===== config.mk =====
export PLATFORM = sky130hd
export DESIGN_NAME = irq_dispatch
export DESIGN_NICKNAME = d
export VERILOG_FILES = /design/src/rtl/irq_dispatch.sv
export SDC_FILE = /design/constraint.sdc
export NUM_CORES = 1
export LEC_CHECK = 0
export CAP_MARGIN = 20
export CORE_MARGIN = 10
export CORE_UTILIZATION = 51
export CTS_CLUSTER_SIZE = 20
export DETAILED_ROUTE_END_ITERATION = 6
export PLACE_DENSITY_LB_ADDON = 0.1
export SLEW_MARGIN = 20
export SYNTH_ARGS = -nofsm -noshare
export SYNTH_HDL_FRONTEND = slang
export SYNTH_SLANG_ARGS = --single-unit

===== constraint.sdc =====
create_clock -name clk -period 4.3 [get_ports clk]
set_input_delay 0.645 -clock clk [delete_from_list [all_inputs] [get_ports clk]]
set_output_delay 0.645 -clock clk [all_outputs]
set_load 0.02 [all_outputs]

===== src/rtl/irq_dispatch.sv =====
// irq_dispatch: interrupt initiator for the frontend irqload/irqnum pair.
// Latches 16 sources as pending and applies a mask. A round-robin pick is issued
// as a one-cycle irqload strobe. After the core's ack, a hold-off gap follows.
// Optional feature: define IRQ_TIMEOUT_EN to enable ack timeout, reissue and drop.
// Without it, WAIT_ACK waits forever and dropped is tied low.

module irq_dispatch #(
  parameter int HOLDOFF   = 8,
  parameter int TIMEOUT   = 64,
  parameter int MAX_RETRY = 3
) (
  input  logic        clk,
  input  logic        rst,
  input  logic [15:0] irq_src,
  input  logic [15:0] irq_edge,
  input  logic        mask_wr,
  input  logic [15:0] mask_data,
  input  logic        irq_ack,
  output logic        irqload,
  output logic [3:0]  irqnum,
  output logic [15:0] pending,
  output logic        busy,
  output logic        dropped
);

  typedef enum logic [1:0] {
    ST_IDLE,
    ST_ISSUE,
    ST_WAIT_ACK,
    ST_HOLDOFF
  } state_t;

  state_t      state;
  state_t      state_nxt;

  logic [15:0] src_q;
  logic [15:0] src_qq;
  logic [15:0] mask;
  logic [15:0] pend_m;
  logic [15:0] rise;
  logic [15:0] clr_mask;
  logic [3:0]  rr_ptr;
  logic [3:0]  sel;
  logic [3:0]  idx;
  logic        found;
  logic [7:0]  hold_cnt;

  logic        do_issue;
  logic        do_retry;
  logic        do_drop;
  logic        ack_take;
  logic        timeout;
  logic        retry_exhausted;

  // Edge detection works on the sampled copy. A new edge and a level line
  // therefore both reach the pending register one edge after src_q captures them.
  assign rise = src_q & ~src_qq;

  // Round-robin pick: the first enabled pending bit at or above rr_ptr, wrapping 15 to 0.
  always_comb begin
    pend_m = pending & mask;
    sel    = rr_ptr;
    found  = 1'b0;
    idx    = '0;
    for (int i = 0; i < 16; i++) begin
      idx = rr_ptr + 4'(i);
      if (!found && pend_m[idx]) begin
        sel   = idx;
        found = 1'b1;
      end
    end
  end

  // State register.
  always_ff @(posedge clk) begin
    if (rst) state <= ST_IDLE;
    else     state <= state_nxt;
  end

  // Next-state logic. An ack wins over a timeout in the same cycle.
  always_comb begin
    state_nxt = state;
    case (state)
      ST_IDLE:     if (found) state_nxt = ST_ISSUE;
      ST_ISSUE:    state_nxt = ST_WAIT_ACK;
      ST_WAIT_ACK: begin
        if (irq_ack)      state_nxt = ST_HOLDOFF;
        else if (timeout) state_nxt = retry_exhausted ? ST_HOLDOFF : ST_ISSUE;
      end
      ST_HOLDOFF:  if (hold_cnt <= 8'd1) state_nxt = ST_IDLE;
      default:     state_nxt = ST_IDLE;
    endcase
  end

  // Control decode: busy, issue/retry/drop strobes and the edge bit to clear on ack or drop.
  always_comb begin
    busy     = (state != ST_IDLE);
    do_issue = (state == ST_IDLE) && found;
    ack_take = (state == ST_WAIT_ACK) && irq_ack;
    do_retry = (state == ST_WAIT_ACK) && !irq_ack && timeout && !retry_exhausted;
    do_drop  = (state == ST_WAIT_ACK) && !irq_ack && timeout && retry_exhausted;
    clr_mask = '0;
    if (ack_take || do_drop) clr_mask = irq_edge & (16'b1 << irqnum);
  end

  // Datapath: sampling, pending/mask registers, issue outputs, rr pointer and hold-off count.
  always_ff @(posedge clk) begin
    if (rst) begin
      src_q    <= '0;
      src_qq   <= '0;
      pending  <= '0;
      mask     <= 16'hFFFF;
      irqload  <= 1'b0;
      irqnum   <= '0;
      rr_ptr   <= '0;
      hold_cnt <= '0;
    end else begin
      src_q   <= irq_src;
      src_qq  <= src_q;
      pending <= (irq_edge & ((pending & ~clr_mask) | rise)) | (~irq_edge & src_q);
      if (mask_wr) mask <= mask_data;
      irqload <= do_issue || do_retry;
      if (do_issue) begin
        irqnum <= sel;
        rr_ptr <= sel + 4'd1;
      end
      if (ack_take || do_drop)
        hold_cnt <= 8'(HOLDOFF);
      else if (state == ST_HOLDOFF && hold_cnt != 8'd0)
        hold_cnt <= hold_cnt - 8'd1;
    end
  end

`ifdef IRQ_TIMEOUT_EN
  logic [15:0] to_cnt;
  logic [7:0]  retry_cnt;

  assign timeout         = (to_cnt == 16'(TIMEOUT - 1));
  assign retry_exhausted = (retry_cnt >= 8'(MAX_RETRY));

  // Ack timeout and retry tracking. The wait counter restarts on every entry into WAIT_ACK.
  always_ff @(posedge clk) begin
    if (rst) begin
      to_cnt    <= '0;
      retry_cnt <= '0;
      dropped   <= 1'b0;
    end else begin
      dropped <= do_drop;
      if (state != ST_WAIT_ACK || timeout) to_cnt <= '0;
      else                                 to_cnt <= to_cnt + 16'd1;
      if (do_issue || ack_take) retry_cnt <= '0;
      else if (do_retry)        retry_cnt <= retry_cnt + 8'd1;
    end
  end
`else
  logic unused_timeout_cfg;

  assign timeout            = 1'b0;
  assign retry_exhausted    = 1'b0;
  assign dropped            = 1'b0;
  assign unused_timeout_cfg = (TIMEOUT > 0) && (MAX_RETRY > 0);
`endif

endmodule


==> run summary <==
Total track usage - 0.237
Critical path fanouts, max - 9
DP HPWL - 15600 um
DRC viols - 0
Worst vdd ir - 0.000419 V
Die area - 16300 um^2
Congestion Overflow GR - 0
Drt total wl - 19700 um
Sequential share of power - 0.181
Switch share - 0.472
Slew margin rel. - 0.303
WL/cell - 20.9 um
RR Startpoint - rr_ptr[2]$_SDFFE_PP0P_
I/O pin cnt - 75
Largest net degree at the start of global routing - 58
Most common cell after layout, fill and taps aside - nand2_1
Critical Path RT - 4550 ps
Run status - finished, final reports clean
Pwr dens - 705 nW/um^2
Antenna violations before repair - 0
Clock Pin Slew Worst Setup and Hold Paths - 70 ps
Worst hold endpoint - src_qq[9]$_SDFF_PP0_
H-Tree Depth - 3
CTS root buf - clkbuf_16
Switch Pwr - 2.43 mW
Critical path, cell by cell - buf_4 > inv_2 > buf_4 > mux4_2 > mux4_2 > nor4_4 > nand2_2 > or4_1 > a32o_1 > o21ai_2 > o211ai_1 > or4_1 > o311ai_1
R2R cell count - 13
Minimum clock period - 4130 ps
Reg2reg end - rr_ptr[3]$_SDFFE_PP0P_
Fmax - 242 MHz
Sequential area share after synthesis - 0.281
Largest family of logic cells by synthesized area - simple AND/OR/NAND/NOR gates
Vias in the first global route - 5777
Maxcap violations - 0
Nets@finish - 861
Post-synth ARST share - 0
Hold Path Origin - src_q[9]$_SDFF_PP0_
Final Skew - 4.72 ps
Setup tns final - 0 ps
Initial core utilization - 0.520
Hold-fix buffers, CTS - 0
Die height - 128 um
Cell variety after synth - 77
Crit path max-delay cell type - mux4_2
Logic pwr share - 0.673
Most frequent cells in the layout - nand2_1, dfxtp_1, clkdlybuf4s50_1
Class of the worst hold path - reg -> reg
Tightest Pin Transition - 1040 ps
Crit-path max cell delay - 600 ps
R2r setup slk - 170 ps
Final period util - 0.962
Die width - 128 um
Cell area after layout - 7300 um^2
Total power - 5.15 mW
CTS tree - done
Synthesized-area fraction occupied by and/or/nand/nor cells - 0.272
1st-iter DRT viols - 697
Final Hold Viols - 0
First-pass DRT Iterations - 6
Vias per inst - 6.39
Post-synthesis instance area - 5910 um^2
Synthesis-stage register bit count - 83
Multiplexer share of the synthesized area - 0.138
Row Count - 39
Static Leak - 2.70 nW
Final Wtd Congestion - 1.01
First-pass GRT wire length - 31100 um
ANT cells - 0
Int Power - 2.72 mW
Gate Count Post-Synth - 701
Fin util - 0.642
Core area - 11400 um^2
EDFF count, synth - 0
Clock Latency Late Sink - 340 ps
Main synth FF type - dfxtp_1
DR vias - 6026
Critical Path AT - 4380 ps
# fillers - 968
Crit Path Category - reg -> reg
Synthesis-to-layout area growth - 23.6%
Mapped Avg Cell Area - 8.43 um^2
Critical path capture point type - flip-flop
Number of buffers added on ports - 73
Area share of fa/ha/maj cells after synthesis - 0.0297
Final setup viols - 0
Post-Synth XOR/XNOR Area - 0.0299
Clock share of power - 0.145
Remaining antenna violation count after routing - 0
Placed Area - 6970 um^2
Compound-Gate Fraction of Synth Area - 0.203
Max Slew Vio Count - 0
Total CTS buffers - 9
Yosys warning count - 0
Startpoint types - flip-flop
# clock sinks - 83
Hold Path Depth - 1
Share of cells above drive strength 1 - 0.145
Syn nets - 767
Clock Path Buffers - 2
registers in the layout (all words and copies together), names as in the netlist:
name,cells
irqnum,4
pending,16
mask,16
src_q,16
state,2
irqload,1
rr_ptr,4
hold_cnt,8
src_qq,16
how the worst max path moves through the flow:
stage | from | slack, ps | cells past startpoint | end
final | rr_ptr[2]$_SDFFE_PP0P_ | 170 | 13 | rr_ptr[3]$_SDFFE_PP0P_
after global routing | rr_ptr[1]$_SDFFE_PP0P_ | -30 | 17 | rr_ptr[3]$_SDFFE_PP0P_
after CTS | rr_ptr[0]$_SDFFE_PP0P_ | 140 | 13 | rr_ptr[3]$_SDFFE_PP0P_
after detailed placement | rr_ptr[0]$_SDFFE_PP0P_ | 180 | 13 | rr_ptr[3]$_SDFFE_PP0P_
after global placement | rr_ptr[0]$_SDFFE_PP0P_ | 270 | 13 | rr_ptr[3]$_SDFFE_PP0P_
after floorplan | rr_ptr[0]$_SDFFE_PP0P_ | 20 | 16 | rr_ptr[3]$_SDFFE_PP0P_
cells by family (layout without fill, tap and decap cells):
family	count (synthesis)	count (layout)
muxes	47	47
AOI/OAI and AO/OA	162	162
adders and majority gates	14	14
and+or+nand+nor	323	323
other	1	1
xor gates and xnor gates	18	18
buffers and inverters	53	152
DFF	83	83
routing by layer:
metal / GRT usage / routed length, um / up-vias
li1: - / - / 2784
met1: 0.289 / 7910 / 2817
met2: 0.379 / 9240 / 359
met3: 0.0579 / 1670 / 66
met4: 0.126 / 888 / 0
met5: 0 / 0 / -
final cells by class:
| cell class | count | area, um^2 | area share |
|---|---|---|---|
| clock buffer | 9 | 225 | 0.0308 |
| clock inverter | 7 | 68.8 | 0.00943 |
| inverter | 17 | 63.8 | 0.00874 |
| multi-input combinational | 565 | 4020 | 0.550 |
| sequential | 83 | 1660 | 0.228 |
| tap | 143 | 179 | 0.0245 |
| timing repair buffer | 119 | 1080 | 0.148 |
synthesized netlist by cell type, types with 3 or more instances:
library cell  number  area, um^2
buf_1              3        11.3
o22ai_1            3        18.8
nand2_1           99         372
or2_2              4        25.0
a211o_1           19         166
mux4_2            27         608
xor2_1             3        26.3
nor2_1            65         244
xnor2_1           14         123
nand4_1           11        68.8
mux2i_1           15         150
buf_2              7        35.0
nor4_1             4        25.0
clkbuf_1          14        52.6
nor3_1            18        90.1
o2111ai_1         18         158
a211oi_1           5        37.5
nor2b_1           53         332
o211ai_1           6        45.0
a31oi_1            4        25.0
a21oi_1           20         100
nand2b_1           7        43.8
mux2_2             4        45.0
and3_1             3        18.8
dfxtp_1           83        1660
a22oi_1            4        30.0
o2bb2ai_1          3        26.3
o221ai_1           4        35.0
or4_1              4        30.0
o31ai_1           17         128
ha_1              14         175
nand4b_1           3        26.3
nand3_1           19        95.1
inv_1             15        56.3
and2_1            17         106
buf_4              9        67.6
o21ai_0           26         130
or3_1              6        37.5
critical path: cells and delay by family, from the launching register on:
family	cells	cell delay [ps]
and+or+nand+nor	4	1480
DFF	1	340
buffers and inverters	3	590
muxes	2	970
AOI/OAI and AO/OA	4	660
metrics by stage:
stage / setup WS (ps) / hold slack [ps] / std cells
global route: -33.4 / 480 / 943
detailed placement: 177 / 459 / 926
finish: 165 / 467 / 943
CTS: 137 / 464 / 942
floorplan: 17.0 / 445 / 701
global placement: 268 / 454 / 926
power groups by stage:
stage	clock network [mW]	registers (mW)	logic, mW
after floorplan	0	0.952	2.27
after global placement	0	0.946	3.30
after detailed placement	0	0.948	3.32
after CTS	0.759	0.932	3.34
after global routing	0.794	0.945	3.71
final	0.748	0.935	3.47
what timing repair did:
item / 4_1_cts / 5_1_grt
buffers inserted: 0 / 1
setup endpoints to repair: 0 / 3
resized for setup: 0 / 5
endpoints found under the hold margin: 0 / 0
(Power assumes the default switching activity.)
